--- config.mk ---
export PLATFORM = sky130hd
export DESIGN_NAME = addsub_rr_arbiter_flat
export DESIGN_NICKNAME = d
export VERILOG_FILES = /design/src/rtl/addsub_rr_arbiter_if.sv /design/src/rtl/addsub_rr_arbiter.sv /design/src/flat_wrapper.sv
export SDC_FILE = /design/constraint.sdc
export NUM_CORES = 1
export LEC_CHECK = 0
export ABC_AREA = 1
export CAP_MARGIN = 25
export CORE_MARGIN = 4
export CORE_UTILIZATION = 47
export DETAILED_ROUTE_END_ITERATION = 12
export PLACE_DENSITY = 0.81
export REMOVE_ABC_BUFFERS = 1
export SLEW_MARGIN = 20
export SYNTH_ARGS = -nofsm -noshare
export SYNTH_HDL_FRONTEND = slang
export SYNTH_SLANG_ARGS = --single-unit
--- constraint.sdc ---
create_clock -name clk -period 3.5 [get_ports clk]
set_clock_uncertainty 0.05 [all_clocks]
set_input_delay 0.7 -clock clk [delete_from_list [all_inputs] [get_ports clk]]
set_output_delay 0.7 -clock clk [all_outputs]
set_load 0.02 [all_outputs]
--- src/rtl/addsub_rr_arbiter_if.sv ---
// Handshake/bus bundle between requesters and addsub_rr_arbiter.
// Ports (requester view, master modport):
//   req/op/a_bus/b_bus/rsp_ack driven by requesters; gnt/busy/rsp_* driven by the arbiter.
//   Operand slice for requester i sits at bits [W*i +: W] of a_bus and b_bus.
interface addsub_rr_arbiter_if #(
  parameter int NREQ = 4,
  parameter int W    = 4
);
  logic [NREQ-1:0]   req;
  logic [NREQ-1:0]   op;
  logic [NREQ*W-1:0] a_bus;
  logic [NREQ*W-1:0] b_bus;
  logic [NREQ-1:0]   gnt;
  logic              busy;
  logic              rsp_valid;
  logic [1:0]        rsp_id;
  logic [W-1:0]      rsp_s;
  logic              rsp_cout;
  logic              rsp_ack;

  modport master (
    output req, op, a_bus, b_bus, rsp_ack,
    input  gnt, busy, rsp_valid, rsp_id, rsp_s, rsp_cout
  );

  modport slave (
    input  req, op, a_bus, b_bus, rsp_ack,
    output gnt, busy, rsp_valid, rsp_id, rsp_s, rsp_cout
  );
endinterface

--- src/rtl/addsub_rr_arbiter.sv ---
// addsub_rr_arbiter: round-robin sharing of one 4-bit add/subtract unit among NREQ requesters.
// Latency: req seen in IDLE -> gnt next cycle -> rsp_valid the cycle after; one op per 3 cycles.
// Backpressure: rsp_* held in RESP until rsp_ack; no new grant while a result is outstanding.
// Ports: clk, rst (sync, active-high); bus (slave modport): req/op/a_bus/b_bus in, gnt one-hot
//   pulse, busy, rsp_valid/rsp_id/rsp_s/rsp_cout out, rsp_ack in.
// NREQ legal range 2..4 (2-bit ID); W must stay 4 to match add_subtract.

// add_subtract: 4-bit ripple adder/subtractor, S = A + (B ^ {4{Cin}}) + Cin.
// Latency: combinational.
// Backpressure: none.
module add_subtract (
  input  logic [3:0] A,
  input  logic [3:0] B,
  input  logic       Cin,
  output logic [3:0] S,
  output logic       Cout
);
  logic [3:0] bx;
  logic [4:0] c;

  // Cin doubles as the mode bit: inverting B and injecting a carry gives two's-complement A-B.
  assign bx   = B ^ {4{Cin}};
  assign c[0] = Cin;

  for (genvar i = 0; i < 4; i++) begin : g_fa
    assign S[i]   = A[i] ^ bx[i] ^ c[i];
    assign c[i+1] = (A[i] & bx[i]) | (c[i] & (A[i] ^ bx[i]));
  end

  assign Cout = c[4];
endmodule

// addsub_rr_arbiter: arbitrates requesters onto the shared add_subtract and returns tagged results.
// Latency: 2 cycles req->rsp_valid (IDLE, EXEC), then RESP until acked.
// Backpressure: RESP holds rsp_* stable while rsp_ack=0; req is ignored outside IDLE.
module addsub_rr_arbiter #(
  parameter int NREQ = 4,
  parameter int W    = 4
) (
  input logic                clk,
  input logic                rst,
  addsub_rr_arbiter_if.slave bus
);
  typedef enum logic [1:0] {IDLE, EXEC, RESP} state_t;

  state_t          state_q, state_d;
  logic [1:0]      last_q, last_d;
  logic [1:0]      win_q, win_d;
  logic [W-1:0]    a_q, a_d;
  logic [W-1:0]    b_q, b_d;
  logic            op_q, op_d;
  logic            rsp_valid_q, rsp_valid_d;
  logic [1:0]      rsp_id_q, rsp_id_d;
  logic [W-1:0]    rsp_s_q, rsp_s_d;
  logic            rsp_cout_q, rsp_cout_d;

  logic [NREQ-1:0] req_sh;
  logic [1:0]      win_hi, win_lo, arb_win;
  logic            found_hi, found_lo;
  logic [W-1:0]    au_s;
  logic            au_cout;

  // Round-robin pick: the lowest requester above last wins; if none, wrap to the lowest overall.
  // Walking a shifted copy keeps every select constant.
  always_comb begin
    req_sh   = bus.req;
    found_hi = 1'b0;
    found_lo = 1'b0;
    win_hi   = '0;
    win_lo   = '0;
    for (int i = 0; i < NREQ; i++) begin
      if (req_sh[0]) begin
        if (!found_lo) begin
          win_lo   = 2'(i);
          found_lo = 1'b1;
        end
        if (!found_hi && (i > int'(last_q))) begin
          win_hi   = 2'(i);
          found_hi = 1'b1;
        end
      end
      req_sh = req_sh >> 1;
    end
    arb_win = found_hi ? win_hi : win_lo;
  end

  add_subtract u_au (
    .A    (a_q),
    .B    (b_q),
    .Cin  (op_q),
    .S    (au_s),
    .Cout (au_cout)
  );

  always_comb begin
    state_d     = state_q;
    last_d      = last_q;
    win_d       = win_q;
    a_d         = a_q;
    b_d         = b_q;
    op_d        = op_q;
    rsp_valid_d = rsp_valid_q;
    rsp_id_d    = rsp_id_q;
    rsp_s_d     = rsp_s_q;
    rsp_cout_d  = rsp_cout_q;

    unique case (state_q)
      IDLE: begin
        if (|bus.req) begin
          // Operands are captured here, so requester changes after this edge are harmless.
          win_d   = arb_win;
          a_d     = W'(bus.a_bus >> (W * int'(arb_win)));
          b_d     = W'(bus.b_bus >> (W * int'(arb_win)));
          op_d    = 1'(bus.op >> arb_win);
          state_d = EXEC;
        end
      end
      EXEC: begin
        rsp_s_d     = au_s;
        rsp_cout_d  = au_cout;
        rsp_valid_d = 1'b1;
        rsp_id_d    = win_q;
        last_d      = win_q;
        state_d     = RESP;
      end
      RESP: begin
        if (bus.rsp_ack) begin
          rsp_valid_d = 1'b0;
          state_d     = IDLE;
        end
      end
      default: begin
        state_d = IDLE;
      end
    endcase
  end

  always_ff @(posedge clk) begin
    if (rst) begin
      state_q     <= IDLE;
      last_q      <= 2'(NREQ - 1);
      win_q       <= '0;
      a_q         <= '0;
      b_q         <= '0;
      op_q        <= 1'b0;
      rsp_valid_q <= 1'b0;
      rsp_id_q    <= '0;
      rsp_s_q     <= '0;
      rsp_cout_q  <= 1'b0;
    end else begin
      state_q     <= state_d;
      last_q      <= last_d;
      win_q       <= win_d;
      a_q         <= a_d;
      b_q         <= b_d;
      op_q        <= op_d;
      rsp_valid_q <= rsp_valid_d;
      rsp_id_q    <= rsp_id_d;
      rsp_s_q     <= rsp_s_d;
      rsp_cout_q  <= rsp_cout_d;
    end
  end

  // gnt is a decode of the EXEC state, so it is exactly one cycle wide and vanishes on reset.
  assign bus.gnt       = (state_q == EXEC) ? (NREQ'(1) << win_q) : '0;
  assign bus.busy      = (state_q != IDLE);
  assign bus.rsp_valid = rsp_valid_q;
  assign bus.rsp_id    = rsp_id_q;
  assign bus.rsp_s     = rsp_s_q;
  assign bus.rsp_cout  = rsp_cout_q;
endmodule

--- src/flat_wrapper.sv ---
// flat-port wrapper written by rule: the top's interface ports become plain ports
module addsub_rr_arbiter_flat 
#(
  parameter int NREQ = 4,
  parameter int W    = 4
)
  (clk, rst, bus_req, bus_op, bus_a_bus, bus_b_bus, bus_rsp_ack, bus_gnt, bus_busy, bus_rsp_valid, bus_rsp_id, bus_rsp_s, bus_rsp_cout);
  addsub_rr_arbiter_if #(.NREQ(NREQ), .W(W)) bus_i ();
  input logic clk;
  input logic rst;
  input wire logic [$bits(bus_i.req)-1:0] bus_req;
  input wire logic [$bits(bus_i.op)-1:0] bus_op;
  input wire logic [$bits(bus_i.a_bus)-1:0] bus_a_bus;
  input wire logic [$bits(bus_i.b_bus)-1:0] bus_b_bus;
  input wire logic [$bits(bus_i.rsp_ack)-1:0] bus_rsp_ack;
  output wire logic [$bits(bus_i.gnt)-1:0] bus_gnt;
  output wire logic [$bits(bus_i.busy)-1:0] bus_busy;
  output wire logic [$bits(bus_i.rsp_valid)-1:0] bus_rsp_valid;
  output wire logic [$bits(bus_i.rsp_id)-1:0] bus_rsp_id;
  output wire logic [$bits(bus_i.rsp_s)-1:0] bus_rsp_s;
  output wire logic [$bits(bus_i.rsp_cout)-1:0] bus_rsp_cout;
  assign bus_i.req = bus_req;
  assign bus_i.op = bus_op;
  assign bus_i.a_bus = bus_a_bus;
  assign bus_i.b_bus = bus_b_bus;
  assign bus_i.rsp_ack = bus_rsp_ack;
  assign bus_gnt = bus_i.gnt;
  assign bus_busy = bus_i.busy;
  assign bus_rsp_valid = bus_i.rsp_valid;
  assign bus_rsp_id = bus_i.rsp_id;
  assign bus_rsp_s = bus_i.rsp_s;
  assign bus_rsp_cout = bus_i.rsp_cout;
  addsub_rr_arbiter #(.NREQ(NREQ), .W(W)) u_core (.clk(clk), .rst(rst), .bus(bus_i));
endmodule
Word-level counts from Yosys, hierarchy flattened
Cells that the tools add are included.
Widths: inputs -> output; s select.
{ "word_totals": {"regBits": 23, "out_inout_bits": 13} }
{ "op_classes": {"n_lt_le_gt_ge": 3, "eq_ne": 4, "n_shift": 4, "n_mux": 28, "bitwise": 21, "reduce_logical": 11} }
{ "op_table": {"columns": ["cell", "count"], "rows": [
  ["$shr 16x4->4", 2],
  ["$mux 2", 12],
  ["$mux 1", 13],
  ["$and 1x1->1", 8],
  ["$xor 1x1->1", 8],
  ["$pmux 2 s3", 1],
  ["$reduce_and 2->1", 3],
  ["$gt 2x2->1 const A", 2],
  ["$mux 4", 1],
  ["$or 1x1->1", 4],
  ["$reduce_bool 2->1", 2],
  ["$reduce_or 4->1", 1],
  ["$shl 1x2->4 const A", 1],
  ["$shr 4x2->1", 1],
  ["$xor 4x4->4", 1],
  ["$eq 2x1->1 const B", 1],
  ["$eq 2x2->1 const B", 1],
  ["$gt 1x2->1 const A", 1],
  ["$logic_and 1x1->1", 2],
  ["$logic_not 1->1", 2],
  ["$logic_not 2->1", 1],
  ["$ne 2x1->1 const B", 1],
  ["$ne 2x2->1 const B", 1],
  ["$pmux 1 s2", 1]
]} }

Depth between registers and ports, before layout
{ "depth": {"word_depth": 13, "depth_mapped": 12} }

By module
Synthesis repeated with hierarchy kept, for this count alone.
{ "hier_totals": {"cells_unflattened": 242, "hier_area_um2": 1555.2} }
{ "by_module_without_submodules": {"columns": ["module", "instances", "cells_each", "area_each_um2", "seq_area_each_um2"], "rows": [
  ["addsub_rr_arbiter", 1, 211, 1366.3, 460.4],
  ["add_subtract", 1, 31, 188.9, 0.0]
]} }

Worst setup path after synthesis
Ideal clock, no wire load.
{ "synth_timing": {"path_kind": "reg2reg", "startpoint": "register u_core.op_q", "endpoint": "register u_core.rsp_s_q[3], in the netlist u_core.bus.rsp_s[3]", "setup_ns": 0.116, "t_arrival_ns": 1.758, "setup_slack_ns": 1.576, "path_stages_with_launch": 10, "n_path_buf": 0, "synth_period_minus_slack_ns": 1.924, "path_cell_list": "dfxtp_1 > inv_1 > a21oi_1 > fa_1 > inv_1 > fa_1 > inv_1 > fa_1 > nor2_1 > nor2_1"} }
{ "synth_between": {"elab_chain_cells": 9, "elab_cells_between_ends": 15, "cone_classes": "15 x bitwise"} }
{ "synth_rtl": {"columns": ["element", "line_no", "text"], "rows": [
  ["start, declared", "addsub_rr_arbiter.sv:51", "logic op_q, op_d;"],
  ["start signal, assigned", "addsub_rr_arbiter.sv:156", "op_q <= op_d;"],
  ["$xor 4x4->4", "addsub_rr_arbiter.sv:22", "assign bx = B ^ {4{Cin}};"],
  ["$xor 1x1->1", "addsub_rr_arbiter.sv:27", "assign c[i+1] = (A[i] & bx[i]) | (c[i] & (A[i] ^ bx[i]));"],
  ["$and 1x1->1", "addsub_rr_arbiter.sv:27", null],
  ["$or 1x1->1", "addsub_rr_arbiter.sv:27", null],
  ["$and 1x1->1", "addsub_rr_arbiter.sv:27", null],
  ["$or 1x1->1", "addsub_rr_arbiter.sv:27", null],
  ["$and 1x1->1", "addsub_rr_arbiter.sv:27", null],
  ["$or 1x1->1", "addsub_rr_arbiter.sv:27", null],
  ["$xor 1x1->1 *", "addsub_rr_arbiter.sv:26", "assign S[i] = A[i] ^ bx[i] ^ c[i];"],
  ["named net u_core.au_s[3]", "addsub_rr_arbiter.sv:60", "logic [W-1:0] au_s;"],
  ["end signal, assigned", "addsub_rr_arbiter.sv:159", "rsp_s_q <= rsp_s_d;"],
  ["end, declared", "addsub_rr_arbiter.sv:54", "logic [W-1:0] rsp_s_q, rsp_s_d;"]
]} }
The timed path passes the listed nets; every way through them passes the cells marked *.
A chain may end at the register's enable or synchronous reset.

Worst setup path in the final report
{ "layout_timing": {"startpoint": "register u_core.state_q[0]", "endpoint": "output port bus_gnt[0]"} }
{ "layout_between": {"elab_chain_cells": 2} }
{ "layout_rtl": {"columns": ["element", "line_no", "text"], "rows": [
  ["start, declared", "addsub_rr_arbiter.sv:46", "state_t state_q, state_d;"],
  ["start signal, assigned", "addsub_rr_arbiter.sv:151", "state_q <= state_d;"],
  ["$eq 2x1->1", "addsub_rr_arbiter.sv:165", "assign bus.gnt = (state_q == EXEC) ? (NREQ'(1) << win_q) : '0;"],
  ["$mux 4", "addsub_rr_arbiter.sv:165", null],
  ["end, declared", "flat_wrapper.sv:16", "output wire logic [$bits(bus_i.gnt)-1:0] bus_gnt;"]
]} }
Every way passes these cells.

==> impl_metrics.csv <==
group,metric,value,unit
sta,setup_viol,0,
final_layout,multi_input_area,800,um2
global_route,grt_pass1_vias,1351,
final_layout,diodes,0,
synthesis,synth_top_area_share,31.0,%
global_route,gr-total-overflow,0,
routing,drt-wirelength-per-cell,9.93,um
sta,fmax,355,MHz
global_route,grt_max_degree,24,
critical_path,ff2ff_setup_slack,1.40,ns
power_and_ir_drop,peakVddDrop,0.250,mV
die,start_util,48.7,%
final_layout,final_core_util,68.9,%
synthesis,synth_edf_count,0,
cts,clock_tree.root_cell,"clkbuf_4",
die,fp.dieArea,4130,um2
synthesis,ys_top_cells_by_area,"dfxtp_1, nand3_1, nand2_1, inv_1, nor2_1",
critical_path,critical_path_class,"flip-flop to primary output",
sta,maxSlewViolCount,0,
power_and_ir_drop,p_per_area,373,nW/um2
cts,cts_buffer_depth,2,
die,die_h,64.3,um
cts,cts_hold_buf,0,
sta,hold_viol,0,
cts,cts_setup_buffers,0,
critical_path,r2r_start,"u_core.op_q",
synthesis,synthesis.area,1490,um2
critical_path,startpoint,"u_core.state_q[0]",
critical_path,cp_slowest_stage_delay,0.64,ns
cts,path_clk_slew,0.12,ns
cts,post_cts_resized,0,
hold_path,hold_class,"flip-flop to flip-flop",
final_layout,n_fill_cell,310,
die,core-area,3050,um2
synthesis,ys_ff_latch,23,
die,ios,56,
critical_path,path_max_fanout,11,
synthesis,synth-seq-area-share,31.0,%
critical_path,cp.required,2.75,ns
synthesis,synth_area_leader_cell,"dfxtp_1",
placed_design,io_buffers,55,
final_layout,layout-drive-gt1-share,5.80,%
hold_path,min_from,"u_core.bus.rsp_id[0]",
synthesis,yosysMostFrequentCell,"nand2_1",
critical_path,critPathTopFamily,"buffers and inverters",
die,rows,20,
routing,drt_iter0_drc,83,
sta,timing.setup.tns,0,ns
critical_path,cp_data_arrival_time,2.07,ns
critical_path,worstSetupEndpointType,"primary output",
job,maxCapViolCount,0,
sta,period_needed,2.82,ns
cts,cts_buffers,3,
cts,tritoncts,"yes",
synthesis,synth.cells.most_frequent,"nand2_1, inv_1, nor2_1",
routing,vias_per_cell,4.62,
routing,first_pass_iters,6,
cts,cts_sinks,23,
global_route,grt_usage,16.3,%
sta,rsz0062_at_grt,"no",
routing,vias,1556,
final_layout,seq_area,460,um2
synthesis,ys_async_sr_fraction,0,%
global_route,grt_pass1_wl,5490,um
critical_path,critPathLaunchType,"flip-flop",
synthesis,yosys_warnings,0,
synthesis,syn_inst,238,
critical_path,cp_slowest_cell,"clkdlybuf4s50_1",
sta,fin_crit_sh,80.5,%
cts,clk_latency,0.31,ns
placed_design,gp_congestion,0.796,
routing,route.detailed.drc,0,
synthesis,synthDistinctLibCells,28,
routing,totalWireLength,3350,um
global_route,antenna_found_initial,0,
critical_path,crit_buf_inv,4,
final_layout,nets,340,
final_layout,syn_to_final_growth,41.4,%
routing,antenna_left,0,
die,die_width,64.3,um
synthesis,avgSynthCellArea,6.25,um2
cts,cts.htree.levels,1,
status,status,"complete, no violations",
critical_path,path_cells,"inv_1, nor2_1, buf_4, clkinv_1, nor3_1, clkdlybuf4s50_1",
sta,whs,0.419,ns
global_route,busiest_layer,"met2",
sta,maxSlewHeadroom,63.1,%
global_route,use_met3,4.39,%
global_route,grtUsageMet2,30.9,%
power_and_ir_drop,p_leak,1.05,nW
placed_design,dp_hpwl,2650,um
global_route,grt_util_met1,18.3,%
synthesis,synth_top_flop_cell,"dfxtp_1",
sta,worstMarginPinSlew,0.552,ns
## per-layer routing
layer / routed length, um / vias to the layer above
met2: 1640 / 44
met1: 1480 / 664
met4: 10 / 0
met3: 215 / 3
li1: - / 845
met5: 0 / -
## report_power, final
part           switching [W]  leakage [nW]  internal [W]
clock              0.0000796        0.0177     0.0000428
combinational       0.000183         0.843      0.000155
sequential         0.0000254         0.190      0.000299
total               0.000288          1.05      0.000497
## worst paths after layout
path | endpoint | cells past startpoint
min | u_core.bus.rsp_id[0] | 2
min reg2reg | u_core.bus.rsp_id[0] | 2
max reg2reg | u_core.bus.rsp_s[3] | 9
max | bus_gnt[0] | 6
## layout by cell type, fill, tap and decap left out, drive strengths merged
cell type and count:
clkdlybuf4s50 55, inv 49, nand2 50, dfxtp 23, a211oi 1, fa 3, clkbuf 3, nor3b 3
a31oi 1, nand3 36, nor3 1, a21oi 12, xnor2 1, o21ai 8, o21a 1, o211ai 1
clkinv 2, xor2 2, buf 3, nor2 38
## logic make-up (layout without fill, tap and decap cells)
family | after synthesis | after routing | share of synthesized area, %
simple gates | 128 | 128 | 37.0
fa+ha+maj | 3 | 3 | 4.04
compound gates | 24 | 24 | 10.9
buf+inv | 57 | 112 | 15.3
xor+xnor | 3 | 3 | 1.77
flops | 23 | 23 | 31.0
## sequential cells by signal (all words and copies together) (netlist names)
| name | count |
|---|---|
| u_core.op_q | 1 |
| u_core.a_q | 4 |
| u_core.win_q | 2 |
| u_core.last_q | 2 |
| u_core.bus.rsp_id | 2 |
| u_core.bus.rsp_cout | 1 |
| u_core.state_q | 2 |
| u_core.bus.rsp_valid | 1 |
| u_core.b_q | 4 |
| u_core.bus.rsp_s | 4 |
## worst reg2reg max path, cell delays in order (launching register included)
cell and delay (ns):
dfxtp_1 0.43, inv_1 0.09, a21oi_1 0.19, fa_1 0.19, inv_1 0.05, fa_1 0.34, inv_1 0.07, fa_1 0.40
nor2_1 0.13, nor2_1 0.06
## area by class of cell
| type | count | share of cell area, % |
|---|---|---|
| clock buffers | 3 | 1.07 |
| clock inverters | 1 | 0.238 |
| inverters | 50 | 8.92 |
| multi-input cells | 158 | 38.0 |
| flip-flops and latches | 23 | 21.9 |
| well taps | 44 | 2.62 |
| repair buffers | 58 | 27.2 |
## stage by stage
| stage | setup slack, ns | instances | total power (W) | cell area (um2) |
|---|---|---|---|---|
| floorplan | 1.23 | 231 | 0.000538 | 1450 |
| global placement | 1.00 | 333 | 0.000662 | 2080 |
| detailed placement | 0.942 | 333 | 0.000669 | 2080 |
| CTS | 0.657 | 337 | 0.000791 | 2100 |
| global route | 0.536 | 337 | 0.000853 | 2100 |
| finish | 0.682 | 337 | 0.000785 | 2100 |
Power figures use the tool's default switching activity.
